<file path="config.mk">
export PLATFORM = sky130hd
export DESIGN_NAME = adi2axis_pack
export DESIGN_NICKNAME = d
export VERILOG_FILES = /design/src/rtl/adi2axis_pkg.sv /design/src/rtl/adi2axis_pack.sv
export SDC_FILE = /design/constraint.sdc
export NUM_CORES = 1
export LEC_CHECK = 0
export ABC_AREA = 1
export BUFFER_PORTS_ARGS = -buffer_cell sky130_fd_sc_hd__buf_4
export CAP_MARGIN = 20
export CORE_MARGIN = 10
export CORE_UTILIZATION = 53
export DETAILED_ROUTE_END_ITERATION = 16
export PLACE_DENSITY = 0.8
export SYNTH_ARGS = -nofsm -noshare
export SYNTH_HDL_FRONTEND = slang
export SYNTH_SLANG_ARGS = --single-unit
</file>
<file path="constraint.sdc">
create_clock -name AXIS_ACLK -period 1.9 [get_ports AXIS_ACLK]
set_clock_uncertainty 0.15 [all_clocks]
set_input_delay 0.38 -clock AXIS_ACLK [delete_from_list [all_inputs] [get_ports AXIS_ACLK]]
set_output_delay 0.38 -clock AXIS_ACLK [all_outputs]
set_load 0.005 [all_outputs]
</file>
<file path="src/rtl/adi2axis_pkg.sv">
// Shared encodings and widths for the ADC-to-AXIS sample packer.
package adi2axis_pkg;

  localparam int SAMPLE_W = 32;
  localparam int WORD_W   = 64;
  localparam int CNT_W    = 28;

  // stat bit positions
  localparam int STAT_OVF    = 31;
  localparam int STAT_DROP   = 30;
  localparam int STAT_ST_HI  = 29;
  localparam int STAT_ST_LO  = 28;
  localparam int STAT_CNT_HI = 27;

  typedef enum logic [1:0] {
    ST_IDLE  = 2'b00,
    ST_ALIGN = 2'b01,
    ST_RUN   = 2'b10
  } state_e;

  function automatic logic [SAMPLE_W-1:0] swap_iq(input logic [SAMPLE_W-1:0] s);
    return {s[SAMPLE_W/2-1:0], s[SAMPLE_W-1:SAMPLE_W/2]};
  endfunction

endpackage

</file>
<file path="src/rtl/adi2axis_pack.sv">
// Packs pairs of 32-bit I/Q samples into 64-bit words, with alignment FSM,
// sticky status and a saturating word counter.
module adi2axis_pack
  import adi2axis_pkg::*;
#(
  parameter int C_M_AXIS_TDATA_NUM_BYTES = 8,
  parameter bit C_SWAP_IQ                = 1'b0
) (
  input  logic                AXIS_ACLK,
  input  logic                AXIS_ARESET,
  input  logic [SAMPLE_W-1:0] adc_data,
  input  logic                adc_valid,
  input  logic                adc_enable,
  input  logic                ovf,
  input  logic                stat_clr,
  output logic [WORD_W-1:0]   ddata,
  output logic                dvalid,
  output logic                dsync,
  output logic [31:0]         stat
);

  generate
    if (C_M_AXIS_TDATA_NUM_BYTES != WORD_W / 8) begin : g_bad_width
      $error("adi2axis_pack: only 8-byte output words are supported");
    end
  endgenerate

  state_e              state;
  logic                phase;
  logic [SAMPLE_W-1:0] low_half;
  logic [CNT_W-1:0]    word_cnt;
  logic                ovf_sticky;
  logic                drop_sticky;
  logic [SAMPLE_W-1:0] sample;
  logic                cnt_max;

  assign sample  = C_SWAP_IQ ? swap_iq(adc_data) : adc_data;
  assign cnt_max = &word_cnt;

  always_ff @(posedge AXIS_ACLK) begin
    if (AXIS_ARESET) begin
      state       <= ST_IDLE;
      phase       <= 1'b0;
      low_half    <= '0;
      ddata       <= '0;
      dvalid      <= 1'b0;
      dsync       <= 1'b0;
      word_cnt    <= '0;
      ovf_sticky  <= 1'b0;
      drop_sticky <= 1'b0;
    end else begin
      dvalid <= 1'b0;
      case (state)
        ST_IDLE: begin
          phase <= 1'b0;
          if (adc_enable) state <= ST_ALIGN;
        end
        ST_ALIGN: begin
          if (!adc_enable) begin
            state <= ST_IDLE;
          end else if (adc_valid) begin
            low_half <= sample;
            phase    <= 1'b1;
            state    <= ST_RUN;
            dsync    <= 1'b1;
          end
        end
        ST_RUN: begin
          // disable discards any held half word; the valid in this cycle is dropped
          if (!adc_enable) begin
            state <= ST_IDLE;
            dsync <= 1'b0;
            phase <= 1'b0;
          end else if (adc_valid) begin
            if (!phase) begin
              low_half <= sample;
              phase    <= 1'b1;
            end else begin
              ddata  <= {sample, low_half};
              dvalid <= 1'b1;
              phase  <= 1'b0;
            end
          end
        end
        default: begin
          state <= ST_IDLE;
          dsync <= 1'b0;
          phase <= 1'b0;
        end
      endcase

      // clear first so that a same-cycle set or count overrides it
      if (stat_clr) begin
        ovf_sticky  <= 1'b0;
        drop_sticky <= 1'b0;
        word_cnt    <= '0;
      end
      if (state == ST_RUN && ovf) ovf_sticky <= 1'b1;
      if (state == ST_RUN && !adc_enable && phase) drop_sticky <= 1'b1;
      if (dvalid) begin
        if (stat_clr)      word_cnt <= CNT_W'(1);
        else if (!cnt_max) word_cnt <= word_cnt + CNT_W'(1);
      end
    end
  end

  assign stat[STAT_OVF]               = ovf_sticky;
  assign stat[STAT_DROP]              = drop_sticky;
  assign stat[STAT_ST_HI:STAT_ST_LO]  = state;
  assign stat[STAT_CNT_HI:0]          = word_cnt;

endmodule

</file>
==> impl_metrics.toml <==
[setup_path]
crit_arrival_ns = 2.09
crit_type = "flop to flop"
startpoint = "word_cnt[4]"
worst_ep_required_time_ns = 2.14
cp_max_fo = 6
start_kind = "flop"
endpoint_kind = "flop"
regToRegStartpoint = "word_cnt[4]"

[detailed_routing]
first_pass_iters = 5
drc = 0
drt_iter0_drc = 521
ant_nets = 0
vias = 5786
post_drt_via_cell_ratio = 5.26
post_drt_wl_per_cell_um = 15.5
route.final.wire_length_um = 17000

[pwr]
p_clk_share_pct = 47.6
power.density_nw_per_um2 = 929
ir_worst_vdd_uv = 562
seq_power_share_pct = 42.0
swShare_pct = 24.2
leakage_uw = 0.00360
intPower_uw = 5460
switchingPower_uw = 1750
p_comb_share_pct = 10.4

[die]
std_cell_rows = 36
die_area_sq_um = 14600
core-area_sq_um = 9820
die_x_um = 121
die_h_um = 121
start_util_pct = 54.7
boundaryPins = 136

[cells_and_area]
fillCellCount = 679
instances_no_fill = 1100
register_area_sq_um = 2630
final_nets = 996
finalCoreUtilization_pct = 79.0
final_layout_size_suffix_gt1_share_pct = 24.0
area_delta_synth_final_pct = 44.6
multi_input_area_sq_um = 2450

[yosys]
synth_cells = 762
ys_ff_latch = 131
mappedNetlistArea_sq_um = 5370
synth_seq_area_share_pct = 48.9
syn-num-nets = 804
synth_cell_types = 28
avgSynthCellArea_sq_um = 7.04
yosys_warnings = 0

[sta]
finalHoldViolations = 0
setup_viol = 0
fin_setup_tns_ns = 0
drv_slew = 0
tightest_slew_ns = 0.386
fin_crit_sh_pct = 97.4
maxSlewHeadroom_pct = 74.2
finalCriticalPeriod_ns = 1.85
fmax_ghz = 0.540

[status]
status = "finished, final reports clean"

[global_routing]
antenna_found_initial = 0
met3_usage_pct = 7.63
gr-total-overflow = 0
use_met1_pct = 24.0
grt-busiest-layer = "met2"
grt_pass1_vias = 5709
grt_use_total_pct = 22.6
grt_pass1_wl_um = 27100
grtUsageMet2_pct = 39.6
grt_max_degree = 52

[clocking]
tritoncts = "done"
cts-htree-levels = 4
cts_max_path_buffers = 2
clk_latency_ns = 0.52
clock-sinks = 131
cts_setup_buffers = 0
clk_pin_slew_ns = 0.06
root_buffer = "clkbuf_8"
numCtsBuffers = 17

[placement]
dp_hpwl_um = 11100
gp_congestion = 0.921
io_buffers = 135
dp.cells = 1030

[worst_hold_path]
hp-class = "input port to flop"
hp-start = "stat_clr"

[run]
max_cap_violations = 0
[cell type report]
type | instances | share of cell area [%]
Tap cell | 133 | 2.14
Clock inverter | 11 | 2.26
Multi-Input combinational cell | 544 | 31.5
Antenna cell | 1 | 0.0322
Clock buffer | 20 | 5.74
Inverter | 50 | 2.42
Timing Repair Buffer | 210 | 22.0
Sequential cell | 131 | 33.8
[worst paths after layout]
kind	to	slack [ns]	cells past startpoint
worst max register to register	word_cnt[5]	0.05	7
worst max-delay path	word_cnt[5]	0.05	7
worst min register to register	ovf_sticky	0.32	1
worst min-delay path	word_cnt[6]	0.06	4
[worst max-delay path, cell delays in order (launching register included)]
cell,delay (ns)
dfxtp_1,0.41
nand2_1,0.14
nor2_4,0.18
nand2_2,0.10
nor2_4,0.20
nand3_4,0.15
a31oi_1,0.27
nor2_1,0.12
[layer usage]
layer | vias up | wire length [um] | part of all wire, %
li1 | 2814 | - | -
met1 | 2655 | 6470 | 38
met2 | 264 | 8450 | 50
met3 | 53 | 1470 | 8.6
met4 | 0 | 608 | 3.6
met5 | - | 0 | 0
[Yosys cell counts (all sizes together)]
cell    instances  area [sq um]
a32o            1          10.0
and2            1          6.26
nand2         102           395
nand3b          5          37.5
and3            1          6.26
ha              4          50.1
dfxtp         131          2620
o21ai          99           495
a31oi           4          25.0
clkbuf         25          93.8
nor2          264          1010
nand4          10          62.6
inv            50           188
a21oi          10          50.1
o31ai           1          7.51
nand3          26           143
a211oi          1          7.51
nor3b           1          7.51
nor4            1          6.26
buf            14          87.6
nor3           11          55.1
[cells by family after synthesis]
group                    share of synthesized area [%]
AND/OR/NAND/NOR                                   32.2
flip-flops                                        48.9
AO/OA/AOI/OAI                                     11.1
buffers and inverters                             6.88
adder cells (fa/ha/maj)                          0.932
[through the flow]
| stage | power, uW | hold WS (ns) | setup slack, ns | area, sq um |
|---|---|---|---|---|
| floorplan | 3470 | 0.280 | 0.159 | 5370 |
| global placement | 3700 | 0.303 | 0.159 | 6690 |
| detailed placement | 3740 | 0.313 | 0.0618 | 6690 |
| CTS | 7190 | 0.0537 | 0.00847 | 7680 |
| global route | 7460 | 0.0802 | -0.00862 | 7760 |
| finish | 7210 | 0.0565 | 0.0492 | 7760 |
[sequential cells by signal, summed over array words and instances, names as in the netlist]
| signal | cells |
|---|---|
| ddata | 64 |
| drop_sticky | 1 |
| dsync | 1 |
| dvalid | 1 |
| low_half | 32 |
| ovf_sticky | 1 |
| phase | 1 |
| state | 2 |
| word_cnt | 28 |
[placed cells by master (no fill, tap or decap), drive strengths merged, types with 3 or more instances in the layout]
cell type	Yosys	routed
clkinv	0	3
nand3	26	28
dfxtp	131	131
a31oi	4	4
o21ai	99	99
inv	50	52
nor3	11	11
clkbuf	25	20
buf	14	174
bufinv	0	4
nand3b	5	5
a21oi	10	10
nand4	10	10
nor2	264	264
ha	4	4
dlygate4sd3	0	36
nand2	102	102
[power groups by stage]
stage	Combinational, uW	Clock [uW]	Sequential (uW)
2_1_floorplan	414	0	3060
3_3_place_gp	626	0	3070
3_5_place_dp	658	0	3080
4_1_cts	740	3430	3020
5_1_grt	848	3570	3040
6_report	751	3430	3030
[timing repair]
item / 4_1_cts / 5_1_grt
hold endpoints to repair: 61 / 0
endpoints found under the setup margin: 1 / 99
gates cloned: 0 / 2
pin swaps: 0 / 3
hold buffers: 36 / 0
gates resized for setup: 1 / 19
No activity file was read; power rests on OpenSTA's default activity.
